## config.mk

```make
export PLATFORM = sky130hd
export DESIGN_NAME = stripe_lane_sched
export DESIGN_NICKNAME = d
export VERILOG_FILES = /design/src/rtl/stripe_lane_sched_pkg.sv /design/src/rtl/stripe_lane_sched_next.sv /design/src/rtl/stripe_lane_sched.sv
export SDC_FILE = /design/constraint.sdc
export NUM_CORES = 1
export LEC_CHECK = 0
export ABC_AREA = 0
export BUFFER_PORTS_ARGS = -buffer_cell sky130_fd_sc_hd__buf_2
export CORE_UTILIZATION = 27
export CTS_CLUSTER_SIZE = 14
export DETAILED_ROUTE_END_ITERATION = 16
export GPL_TIMING_DRIVEN = 0
export PLACE_DENSITY = 0.57
export SYNTH_ARGS = -nofsm -noshare
export SYNTH_HDL_FRONTEND = slang
export SYNTH_SLANG_ARGS = --single-unit
export TNS_END_PERCENT = 10
```

## constraint.sdc

```tcl
create_clock -name clk -period 6 [get_ports clk]
set_input_delay 1.2 -clock clk [delete_from_list [all_inputs] [get_ports clk]]
set_output_delay 1.2 -clock clk [all_outputs]
set_load 0.03 [all_outputs]
```

## src/rtl/stripe_lane_sched_pkg.sv

```systemverilog
// Shared definitions for the transmit byte-striping lane scheduler.
// Holds the scheduler state encoding and the default geometry used by
// stripe_lane_sched and its lane finder.
package stripe_lane_sched_pkg;

    typedef enum logic {
        ST_IDLE = 1'b0,
        ST_RUN  = 1'b1
    } state_t;

    localparam int LANES_DEF    = 4;
    localparam int DW_DEF       = 8;
    localparam int IDLE_GAP_DEF = 4;
    localparam int CNT_W        = 16;

endpackage

```

## src/rtl/stripe_lane_sched_next.sv

```systemverilog
// stripe_next_lane: combinational rotate-priority lane finder.
// Ports:
//   mask      in   LANES  set of usable lanes
//   lane_ptr  in   PTR_W  lane that is currently being served
//   next_lane out  PTR_W  next set bit of mask above lane_ptr, wrapping;
//                         lane_ptr itself when no other lane is set
//   low_lane  out  PTR_W  lowest set bit of mask (0 when mask is empty)
module stripe_next_lane
    import stripe_lane_sched_pkg::*;
#(
    parameter int LANES = LANES_DEF,
    parameter int PTR_W = 2
) (
    input  logic [LANES-1:0] mask,
    input  logic [PTR_W-1:0] lane_ptr,
    output logic [PTR_W-1:0] next_lane,
    output logic [PTR_W-1:0] low_lane
);

    int         idx;
    logic       found_next;
    logic       found_low;

    // Scan upward from the lane after lane_ptr, wrapping once around; the
    // first enabled lane wins. Starting at offset 1 means a single-lane mask
    // finds nothing and the pointer simply stays put.
    always_comb begin
        next_lane  = lane_ptr;
        low_lane   = '0;
        found_next = 1'b0;
        found_low  = 1'b0;
        idx        = 0;
        for (int i = 0; i < LANES; i++) begin
            if (!found_low && mask[i]) begin
                low_lane  = PTR_W'(i);
                found_low = 1'b1;
            end
        end
        for (int i = 1; i < LANES; i++) begin
            idx = int'(lane_ptr) + i;
            if (idx >= LANES) begin
                idx = idx - LANES;
            end
            if (!found_next && mask[PTR_W'(idx)]) begin
                next_lane  = PTR_W'(idx);
                found_next = 1'b1;
            end
        end
    end

endmodule

```

## src/rtl/stripe_lane_sched.sv

```systemverilog
// stripe_lane_sched: round-robin lane scheduler for the transmit striping
// path. Bytes from one valid/ready stream are written to the enabled lanes in
// ascending circular order; the enable mask is captured when a stream starts.
// Ports:
//   clk, reset          clock (rising edge), asynchronous active-low reset
//   valid_in, data_in   upstream byte stream
//   ready_out           byte accepted when valid_in & ready_out
//   lane_en             lane enable mask, sampled only while idle
//   lane_ready          per-lane sink ready
//   valid_out           one-hot write strobe per accepted byte
//   data_out            lane i data at [i*DW +: DW], held between strobes
//   lane_ptr            lane that receives the next accepted byte
//   byte_cnt            bytes accepted since reset (wrapping)
//   err_no_lane         sticky: stream offered with an empty lane mask
module stripe_lane_sched
    import stripe_lane_sched_pkg::*;
#(
    parameter int LANES    = LANES_DEF,
    parameter int DW       = DW_DEF,
    parameter int IDLE_GAP = IDLE_GAP_DEF,
    localparam int PTR_W   = $clog2(LANES)
) (
    input  logic                clk,
    input  logic                reset,
    input  logic                valid_in,
    input  logic [DW-1:0]       data_in,
    output logic                ready_out,
    input  logic [LANES-1:0]    lane_en,
    input  logic [LANES-1:0]    lane_ready,
    output logic [LANES-1:0]    valid_out,
    output logic [LANES*DW-1:0] data_out,
    output logic [PTR_W-1:0]    lane_ptr,
    output logic [CNT_W-1:0]    byte_cnt,
    output logic                err_no_lane
);

    localparam int GAP_W = $clog2(IDLE_GAP + 1);

    state_t             state;
    state_t             state_nxt;
    logic [LANES-1:0]   mask;
    logic [LANES-1:0]   finder_mask;
    logic [GAP_W-1:0]   gap_cnt;
    logic [PTR_W-1:0]   next_lane;
    logic [PTR_W-1:0]   low_lane;
    logic               start;
    logic               accept;
    logic               gap_done;

    // While idle the finder looks at the live enable mask so the first lane
    // can be chosen on the start edge; once running it uses the captured mask.
    assign finder_mask = (state == ST_IDLE) ? lane_en : mask;

    stripe_next_lane #(
        .LANES (LANES),
        .PTR_W (PTR_W)
    ) u_next_lane (
        .mask      (finder_mask),
        .lane_ptr  (lane_ptr),
        .next_lane (next_lane),
        .low_lane  (low_lane)
    );

    // Ready depends only on state and the target lane, never on valid_in.
    assign ready_out = (state == ST_RUN) && lane_ready[lane_ptr];
    assign accept    = ready_out && valid_in;
    assign start     = (state == ST_IDLE) && valid_in && (lane_en != '0);
    assign gap_done  = (state == ST_RUN) && !valid_in &&
                       (gap_cnt == GAP_W'(IDLE_GAP - 1));

    always_ff @(posedge clk or negedge reset) begin
        if (!reset) begin
            state <= ST_IDLE;
        end else begin
            state <= state_nxt;
        end
    end

    always_comb begin
        state_nxt = state;
        case (state)
            ST_IDLE: if (start)    state_nxt = ST_RUN;
            ST_RUN:  if (gap_done) state_nxt = ST_IDLE;
            default: state_nxt = ST_IDLE;
        endcase
    end

    // Datapath and bookkeeping. The strobe is rebuilt every cycle so it is
    // high only for the cycle after an accept; lane data is held otherwise.
    // Any cycle with valid_in high, stalled or not, restarts the idle gap.
    always_ff @(posedge clk or negedge reset) begin
        if (!reset) begin
            valid_out   <= '0;
            data_out    <= '0;
            lane_ptr    <= '0;
            byte_cnt    <= '0;
            err_no_lane <= 1'b0;
            gap_cnt     <= '0;
            mask        <= '0;
        end else begin
            valid_out <= '0;
            if (state == ST_IDLE) begin
                gap_cnt <= '0;
                if (valid_in) begin
                    if (lane_en != '0) begin
                        mask     <= lane_en;
                        lane_ptr <= low_lane;
                    end else begin
                        err_no_lane <= 1'b1;
                    end
                end
            end else begin
                if (accept) begin
                    valid_out[lane_ptr]            <= 1'b1;
                    data_out[lane_ptr*DW +: DW]    <= data_in;
                    lane_ptr                       <= next_lane;
                    byte_cnt                       <= byte_cnt + CNT_W'(1);
                end
                if (valid_in) begin
                    gap_cnt <= '0;
                end else if (gap_done) begin
                    gap_cnt  <= '0;
                    lane_ptr <= '0;
                end else begin
                    gap_cnt <= gap_cnt + GAP_W'(1);
                end
            end
        end
    end

endmodule
```

==> results.tsv, run 1 <==
metric	value	unit
status	complete, no violations	
async_flop_share	1.000	
worst_ir_drop_vdd	0.1484	mV
firstDrtPassIters	4	
drt_iter0_drc	140	
ys_seq_area_frac	0.5353	
hold_path.class	reg2reg	
place_area	3488	um^2
tns	0	ps
cts_tree	yes	
die-area	11330	um^2
maxCapViolCount	0	
first_global_vias	2356	
syn_area	2945	um^2
cts_made_buffers	9	
globalplace.congestion	0.7831	
grt_max_degree	64	
utilization	0.3554	
synth_ff_type	dfrtp_1	
avgRoutedWirePerCell	13.03	um
fp.dieW	106.4	um
synth_edf_count	0	
fmax	0.3020	GHz
floorplan.initialDensity	0.2815	
stdcell_count	522	
finalSetupViolCount	0	
drv_slew	0	
final_area	3719	um^2
power.leakage	0.001861	uW
grt_pass1_wl	11.56	mm
power_density	505.0	nW/um^2
synth_top_area_share	0.5353	
ys_ff_latch	63	
io_pins	75	
grt_overflow	0	
numPortBuffers	74	
period_share	0.5519	
min_period	3311	ps
routed_wl	6.803	mm
worst_pin_slew	934.9	ps
worst_clock_skew	8.157	ps
cts_setup_buffers	0	
cts_num_sinks	63	
core-area	10460	um^2
drtAntennaViolNets	0	
ctsResizeCount	0	
yosysWarnings	0	
syn_area_per_cell	9.917	um^2
dp_hpwl	4.964	mm
antennaDiodeCount	0	
endpoint_kind	primary output	
synth_cells	297	
place_inst	507	
worstPathArrival	2110	ps
crit_type	in2out	
cp_max_fo	2	
ctsHoldBuffers	0	
drc	0	
worst_setup_path_start_kind	primary input	
viasPerCell	4.513	
regArea	1577	um^2
area_growth_syn_to_layout	26.25	%
timing.critical_path.required	4800	ps
num_vias	2356	
drive_above_1_share	0.2824	
syn-num-nets	323	
num_rows	37	
antenna_found_initial	0	
yosys.area.top_type	dfrtp_1	
cts.clk_slew.worst_paths	70	ps
clock_latency	340	ps
fillers	1103	
rsz0062_at_grt	no	
ys_top_cells_by_area	dfrtp_1 (54%), nand2_1 (11%), o21ai_1 (4.8%)	
finalHoldViolCount	0	
cts_max_level	3	
fp.dieH	106.4	um
fin_hold_ws	452.7	ps
multiInputGateArea	1290	um^2
final_nets	408	
max_slew_margin	0.3754	
root_buffer	clkbuf_8	
cts_buffer_depth	2	
yosysUniqueCellTypes	40	
grt_use_total	0.1297	
==> report_power, final <==
part | internal (uW) | switching, uW
Sequential | 544 | 82.6
Clock | 265 | 162
Combinational | 284 | 541
Total | 1090 | 785
==> Yosys cell counts, drive strengths merged (3+ instances only) <==
cell    instances
a21oi           4
and2            3
and3            7
buf             8
clkbuf          3
dfrtp          63
ha              7
inv             5
mux2            5
mux2i           3
mux4            3
nand2          88
nand2b          4
nand3           3
nand4           3
nor2            9
nor2b           3
nor3            9
nor3b           4
o21ai          36
xnor2          13
==> metrics by stage <==
stage,setup WS (ps),power (uW)
3_5_place_dp,2678,1466
5_1_grt,2654,2022
3_3_place_gp,2679,1452
4_1_cts,2676,1900
2_1_floorplan,2890,1233
6_report,2689,1878
==> worst paths after layout <==
kind                                              start                       end  slack [ps]  cells after the start
worst max-delay path                      lane_ready[3]                 ready_out        2690                      4
max in group asynchronous                         reset       mask[1]$_DFFE_PN0P_        4510                      1
worst min-delay path               gap_cnt[0]$_DFF_PN0_      gap_cnt[0]$_DFF_PN0_         450                      1
worst max register to register  lane_ptr[1]$_DFFE_PN0P_  data_out[10]$_DFFE_PN0P_        3260                      7
worst min register to register     gap_cnt[0]$_DFF_PN0_      gap_cnt[0]$_DFF_PN0_         450                      1
min in group asynchronous                         reset    valid_out[3]$_DFF_PN0_         940                      1
==> cells by family after synthesis <==
group	after synthesis	synth area share
and+or+nand+nor	138	0.2175
DFF	63	0.5353
AOI/OAI and AO/OA	47	0.08879
buffers and inverters	16	0.02676
xor gates and xnor gates	15	0.04461
muxes	11	0.05735
adders and majority gates	7	0.02974
==> critical path: stages <==
cell,delay [ps]
buf_2,100
mux4_2,470
and2_1,170
buf_2,170
==> registers in the layout, summed over array words and instances (netlist names) <==
name / flops
mask: 4
state: 1
byte_cnt: 16
data_out: 32
err_no_lane: 1
valid_out: 4
lane_ptr: 2
gap_cnt: 3
==> per-layer routing <==
| layer | track usage | wire, um | up-vias |
|---|---|---|---|
| li1 | - | - | 1174 |
| met1 | 0.1678 | 3239 | 1129 |
| met2 | 0.2027 | 3187 | 47 |
| met3 | 0.04537 | 303 | 6 |
| met4 | 0.04012 | 72 | 0 |
| met5 | 0 | 0 | - |
==> layout by cell type (no fill, tap or decap), types with 4 or more instances in the layout <==
| cell | synthesis | routed |
|---|---|---|
| ha_1 | 7 | 7 |
| o21ai_0 | 8 | 8 |
| clkbuf_8 | 0 | 12 |
| nand2b_1 | 4 | 4 |
| nor2_1 | 9 | 9 |
| xnor2_1 | 13 | 13 |
| inv_1 | 4 | 4 |
| dfrtp_1 | 63 | 63 |
| a21oi_1 | 4 | 4 |
| and3_1 | 7 | 7 |
| nor3_1 | 9 | 9 |
| nand2_1 | 87 | 87 |
| mux2_4 | 4 | 4 |
| buf_2 | 6 | 79 |
| o21ai_1 | 28 | 28 |
==> layout make-up <==
class,count,share of cell area
sequential,63,0.4240
multi-input combinational,218,0.3469
timing repair buffer,74,0.1003
tap,136,0.04576
clock buffer,12,0.04441
clock inverter,3,0.01750
buffer,11,0.01615
inverter,5,0.005047
No activity file was read; power rests on OpenSTA's default activity.
==> run 2: changes to the inputs <==
--- a/config.mk
+++ b/config.mk
@@ -11,7 +11,7 @@
 export CTS_CLUSTER_SIZE = 14
 export DETAILED_ROUTE_END_ITERATION = 16
 export GPL_TIMING_DRIVEN = 0
-export PLACE_DENSITY = 0.57
+export PLACE_DENSITY = 0.59
 export SYNTH_ARGS = -nofsm -noshare
 export SYNTH_HDL_FRONTEND = slang
 export SYNTH_SLANG_ARGS = --single-unit
==> constraint.sdc (replaced) <==
create_clock -name clk -period 2.9 [get_ports clk]
set_input_delay 0.58 -clock clk [delete_from_list [all_inputs] [get_ports clk]]
set_output_delay 0.58 -clock clk [all_outputs]
set_load 0.03 [all_outputs]
==> run 2 against run 1 <==
Worst setup slack got worse by 2300 ps. Worst hold slack lost 120 ps. Clock skew is 1.2 ps lower. Global-route usage rose by 0.27 points. Largest cell class unchanged.
==> results.tsv, run 2 (synthesis gave the netlist of run 1 again) <==
metric	value	unit	change
power_frac_clock	0.240		+0.013
final_common_cell	nand2_1		
antenna_found_initial	0		unchanged
cts_tree	yes		
p_seq_frac	0.325		-0.008
floorplan.initialDensity	0.2815		unchanged
fmax	0.3919	GHz	
worstPathArrival	2830	ps	+720 ps
worst_setup_path_start_kind	flop		
grt_max_degree	64		unchanged
cp_max_fo	10		+8
ctsHoldBuffers	0		unchanged
antennaDiodeCount	0		unchanged
r2r_slack	350	ps	-2910 ps
status	complete, no violations		
fp.dieW	106.4	um	unchanged
power_frac_comb	0.435		-0.004
drive_above_1_share	0.2902		+0.007772
p_int	2338	uW	+110%
top_register	data_out		
routed_wl	7.006	mm	+3.0%
cts_buffer_depth	2		unchanged
drtAntennaViolNets	0		unchanged
rr_endpoint	lane_ptr[1]$_DFFE_PN0P_		
top_regs	data_out: 32 flops, byte_cnt: 16 flops		
num_rows	37		unchanged
cts_num_sinks	63		unchanged
drt_iter0_drc	79		-44%
dp_hpwl	5.145	mm	+3.6%
avgRoutedWirePerCell	13.42	um	+3.0%
cts_setup_buffers	0		unchanged
maxCapViolCount	0		unchanged
min_period	2552	ps	
finalHoldViolCount	0		unchanged
clock_latency	340	ps	about the same
cts.clk_slew.worst_paths	70	ps	about the same
cpMostUsedCell	clkbuf_1		
die-area	11330	um^2	unchanged
first_global_vias	2352		-0.17%
utilization	0.3588		+0.003349
numPortBuffers	74		unchanged
endpoint_kind	flop		
layout_common_cells	nand2_1 (87), buf_2 (79), dfrtp_1 (63)		
io_pins	75		unchanged
tns	0	ps	unchanged
rr_worst_depth	8		+1
root_buffer	clkbuf_8		
grt_use_total	0.1324		+0.002687
max_slew_margin	0.4590		+0.08361
worst_clock_skew	6.990	ps	-1.166 ps
area_growth_syn_to_layout	27.44	%	
cts_made_buffers	9		unchanged
largest_reg_flops	32		unchanged
timing.critical_path.required	3180	ps	-1620 ps
slowest_stage	dfrtp_1		
num_vias	2369		+0.55%
grt_pass1_wl	11.74	mm	+1.6%
firstDrtPassIters	4		unchanged
viasPerCell	4.538		+0.55%
worst_ir_drop_vdd	0.3587	mV	+140%
p_sw_frac	0.4149		-0.003090
grt_overflow	0		unchanged
crit_type	reg2reg		
period_share	0.8799		
power.leakage	0.001872	uW	+0.58%
drv_slew	0		unchanged
hold_path.class	in2async		
drc	0		unchanged
cts_max_level	3		unchanged
r2r_start	lane_ptr[1]$_DFFE_PN0P_		
globalplace.congestion	0.8192		+4.6%
core-area	10460	um^2	unchanged
final_nets	408		unchanged
p_switching	1658	uW	+110%
worst_pin_slew	811.5	ps	-123.4 ps
power_density	1065	nW/um^2	+110%
max_stage_delay	440	ps	-30 ps
finalSetupViolCount	0		unchanged
fp.dieH	106.4	um	unchanged
power	3996	uW	+110%
cp_cell_sequence	clkbuf_1 -> inv_1 -> ha_1 -> clkbuf_1 -> nor3_1 -> a211o_1 -> o31ai_1 -> and3_1		
rsz0062_at_grt	no		
==> run 2: how the worst max path moves through the flow <==
stage / startpoint / to / slack, ps
floorplan: lane_ptr[1]$_DFFE_PN0P_ / data_out[18]$_DFFE_PN0P_ / 550
global placement: lane_ptr[1]$_DFFE_PN0P_ / data_out[15]$_DFFE_PN0P_ / 210
detailed placement: lane_ptr[1]$_DFFE_PN0P_ / data_out[15]$_DFFE_PN0P_ / 140
CTS: lane_ptr[1]$_DFFE_PN0P_ / data_out[15]$_DFFE_PN0P_ / 100
global route: lane_ptr[1]$_DFFE_PN0P_ / data_out[18]$_DFFE_PN0P_ / 70
finish: lane_ptr[1]$_DFFE_PN0P_ / lane_ptr[1]$_DFFE_PN0P_ / 350
==> run 2: timing repair <==
action | CTS | global route
setup endpoints to repair | 0 | 24
resized for setup | 0 | 4
hold endpoints to repair | 0 | 0
==> run 2: metal layers <==
| metal | up-vias | wire [um] | GRT usage |
|---|---|---|---|
| met3 | 10 | 327 | 0.02882 |
| met5 | - | 0 | 0 |
| met2 | 57 | 3193 | 0.1990 |
| met1 | 1131 | 3363 | 0.1806 |
| li1 | 1171 | - | - |
| met4 | 0 | 121 | 0.06164 |
==> run 2: power by group through the flow <==
stage	combinational (uW)	clock, uW	sequential (uW)
4_1_cts	1720	978	1300
5_1_grt	1920	1020	1330
3_5_place_dp	1720	0	1320
2_1_floorplan	843	0	1710
3_3_place_gp	1690	0	1300
6_report	1740	957	1300
==> run 2: through the flow <==
stage	cell area (um^2)	setup WS, ps	instances	hold WS [ps]
floorplan	2945	546.4	297	284.4
global placement	3486	207.9	507	430.2
detailed placement	3488	138.0	507	438.2
CTS	3734	102.1	522	358.8
global route	3754	65.38	522	393.8
finish	3754	348.2	522	335.5
==> run 2: cell type report <==
class / instances / area [um^2]
inverters: 5 / 18.77
well taps: 136 / 170.2
flip-flops and latches: 63 / 1577
clock buffers: 12 / 155.1
fillers: 1085 / 6709
repair buffers: 74 / 372.9
clock inverters: 3 / 90.09
plain buffers: 11 / 60.06
multi-input cells: 218 / 1310
==> run 2: critical path, delay by kind of cell (launching register included) <==
kind / cells / cell delay, ps
AO/OA/AOI/OAI: 2 / 540
adder cells (fa/ha/maj): 1 / 310
buffers and inverters: 3 / 880
flip-flops: 1 / 440
AND/OR/NAND/NOR: 2 / 310
==> run 3: changes to the inputs <==
--- a/config.mk
+++ b/config.mk
@@ -11,8 +11,9 @@
 export CTS_CLUSTER_SIZE = 14
 export DETAILED_ROUTE_END_ITERATION = 16
 export GPL_TIMING_DRIVEN = 0
-export PLACE_DENSITY = 0.59
+export PLACE_DENSITY = 0.57
 export SYNTH_ARGS = -nofsm -noshare
 export SYNTH_HDL_FRONTEND = slang
+export SYNTH_HIERARCHICAL = 1
 export SYNTH_SLANG_ARGS = --single-unit
 export TNS_END_PERCENT = 10
==> constraint.sdc (replaced) <==
create_clock -name clk -period 2.75 [get_ports clk]
set_input_delay 0.55 -clock clk [delete_from_list [all_inputs] [get_ports clk]]
set_output_delay 0.55 -clock clk [all_outputs]
set_load 0.03 [all_outputs]
==> run 3 against run 2 <==
Final cell count fell by 2.3%. Sequential share of layout area rose by 1.4 points. Cell area fell by 3.3%. Synthesized area fell by 1.6%. Die area fell by 1.6%. Register-to-register slack improved by 30 ps. Sequential power rose by 7%. Worst hold slack got worse by 42 ps. Via count rose by 0.13%. Core utilization fell by 0.87 points. Critical path type is now reg2out. Largest cell class unchanged. Largest power group unchanged.
==> results.tsv, run 3 <==
metric	value	unit	change
crit_type	reg2out		
largest_reg_flops	32		unchanged
fp.dieW	105.6	um	-0.80%
antennaDiodeCount	0		unchanged
endpoint_kind	primary output		
area_growth_syn_to_layout	25.26	%	
hold_path.class	in2async		
cp_max_fo	9		-1
p_switching	1715	uW	+3.5%
grt_pass1_wl	12.08	mm	+2.9%
drt_iter0_drc	104		+32%
timing.critical_path.required	2200	ps	-980 ps
power_frac_clock	0.199		-0.041
synth_common_cells	nand2_1 (72), dfrtp_1 (63), o21ai_0 (33)		
ctsResizeCount	0		unchanged
synth_ff_type	dfrtp_1		
cts_tree	yes		
ys_seq_area_frac	0.5440		+0.008782
drtAntennaViolNets	0		unchanged
rr_worst_depth	6		-2
synth_top_area_share	0.5440		+0.008782
power	3931	uW	-1.6%
worst_slack	132.0	ps	-216.2 ps
layout_common_cells	buf_2 (75), nand2_1 (72), dfrtp_1 (63)		
synth_most_common_cell	nand2_1		
top_regs	data_out: 32 flops, byte_cnt: 16 flops		
synth_edf_count	0		unchanged
worst_clock_skew	13.33	ps	+6.343 ps
max_slew_margin	0.3696		-0.08937
cts.clk_slew.worst_paths	70	ps	about the same
final_nets	395		-3.2%
power.leakage	0.001815	uW	-3.0%
routed_wl	7.181	mm	+2.5%
globalplace.congestion	0.7730		-5.6%
power_density	1083	nW/um^2	+1.7%
power_frac_comb	0.447		+0.012
yosys.area.top_type	dfrtp_1		
viasPerCell	4.651		+2.5%
grt_use_total	0.1396		+0.007172
fin_hold_ws	293.4	ps	-42.08 ps
syn_area_per_cell	10.20	um^2	+2.9%
final_common_cell	buf_2		
antenna_found_initial	0		unchanged
pre_cts_ws	399.9	ps	+261.9 ps
drv_slew	0		unchanged
yosysWarnings	6		+6
worst_pin_slew	938.3	ps	+126.8 ps
finalSetupViolCount	0		unchanged
clock_latency	340	ps	about the same
floorplan.initialDensity	0.2794		-0.002072
grt_max_degree	64		unchanged
syn_area	2898	um^2	-1.6%
async_flop_share	1.000		unchanged
worstPathArrival	2070	ps	-760 ps
yosysUniqueCellTypes	35		-13%
ctsHoldBuffers	0		unchanged
p_sw_frac	0.4363		+0.02142
firstDrtPassIters	4		unchanged
num_rows	37		unchanged
cts_max_level	3		unchanged
rsz0062_at_grt	no		
period_share	0.9520		
die-area	11150	um^2	-1.6%
syn-num-nets	310		-4.0%
dp_hpwl	5.111	mm	-0.66%
drive_above_1_share	0.2968		+0.006636
p_int	2216	uW	-5.2%
rr_endpoint	data_out[7]$_DFFE_PN0P_		
top_register	data_out		
cts_made_buffers	9		unchanged
r2r_slack	380	ps	+30 ps
status	complete, no violations		
ys_top_cells_by_area	dfrtp_1 (54%), nand2_1 (9.3%), o21ai_0 (5.7%)		
ys_ff_latch	63		unchanged
cts_num_sinks	63		unchanged
num_vias	2372		+0.13%
r2r_start	lane_ptr[0]$_DFFE_PN0P_		
tns	0	ps	unchanged
grt_overflow	0		unchanged
numPortBuffers	74		unchanged
synth_cells	284		-4.4%
min_period	2618	ps	
io_pins	75		unchanged
worst_setup_path_start_kind	flop		
drc	0		unchanged
fp.dieH	105.6	um	-0.80%
root_buffer	clkbuf_8		
first_global_vias	2367		+0.64%
p_seq_frac	0.354		+0.029
finalHoldViolCount	0		unchanged
avgRoutedWirePerCell	14.08	um	+4.9%
worst_ir_drop_vdd	0.4263	mV	+19%
maxCapViolCount	0		unchanged
cts_setup_buffers	0		unchanged
core-area	10370	um^2	-0.89%
fmax	0.3820	GHz	
cts_buffer_depth	2		unchanged
==> run 3: cell types whose count changed after synthesis, sizes merged, moves of 4 or more <==
cell   previous run  this run
mux2              5        11
xor2              2         7
nand3             3         7
inv               5        11
nand2            88        72
xnor2            13         8
nor2              9         3
and3              7         3
==> run 3: final cells by class <==
cell class,count,area (um^2)
multi-input combinational,201,1214
clock buffer,10,127.6
sequential,63,1577
buffer,9,66.31
timing repair buffer,74,372.9
clock inverter,6,61.31
tap,136,170.2
inverter,11,41.29
fill,1069,6740
==> run 3: kinds of logic after synthesis <==
family / Yosys count / synth area share
AO/OA/AOI/OAI: 43 / 0.08204
XOR/XNOR: 15 / 0.04534
adder cells (fa/ha/maj): 7 / 0.03022
buffers and inverters: 20 / 0.03713
flip-flops: 63 / 0.5440
multiplexers: 16 / 0.06434
AND/OR/NAND/NOR: 120 / 0.1969
==> run 3: worst max-delay path by stage <==
| stage | start | end | slack [ps] | depth (start not counted) |
|---|---|---|---|---|
| 2_1_floorplan | lane_ptr[0]$_DFFE_PN0P_ | ready_out | 540 | 3 |
| 3_3_place_gp | lane_ptr[0]$_DFFE_PN0P_ | ready_out | 490 | 4 |
| 3_5_place_dp | lane_ptr[0]$_DFFE_PN0P_ | data_out[7]$_DFFE_PN0P_ | 400 | 6 |
| 4_1_cts | lane_ptr[0]$_DFFE_PN0P_ | ready_out | 90 | 4 |
| 5_1_grt | lane_ptr[0]$_DFFE_PN0P_ | ready_out | 30 | 4 |
| 6_report | lane_ptr[0]$_DFFE_PN0P_ | ready_out | 130 | 4 |
==> run 3: through the flow <==
stage / util / area (um^2) / cells
after floorplan: - / 2898 / 284
after global routing: 0.3500 / 3630 / 510
final: 0.3500 / 3630 / 510
after global placement: 0.3316 / 3438 / 494
after detailed placement: 0.3318 / 3441 / 494
after CTS: 0.3500 / 3630 / 510
==> run 3: power by group through the flow <==
stage / sequential, uW / combinational, uW / clock [uW]
floorplan: 1820 / 836 / 0
global placement: 1390 / 1740 / 0
detailed placement: 1410 / 1770 / 0
CTS: 1390 / 1780 / 816
global route: 1430 / 1940 / 853
finish: 1390 / 1760 / 783
==> run 3: metal layers <==
metal	global-route usage	vias to the layer above	routed length [um]
li1	-	1135	-
met4	0.04663	0	97
met3	0.03525	9	381
met5	0	-	0
met2	0.2260	65	3329
met1	0.1817	1163	3371
==> run 3: worst max-delay path, cell delays in order, from the launching register on <==
cell and delay [ps]:
dfrtp_1 540, buf_6 190, mux4_2 630, and2_1 210, buf_2 170
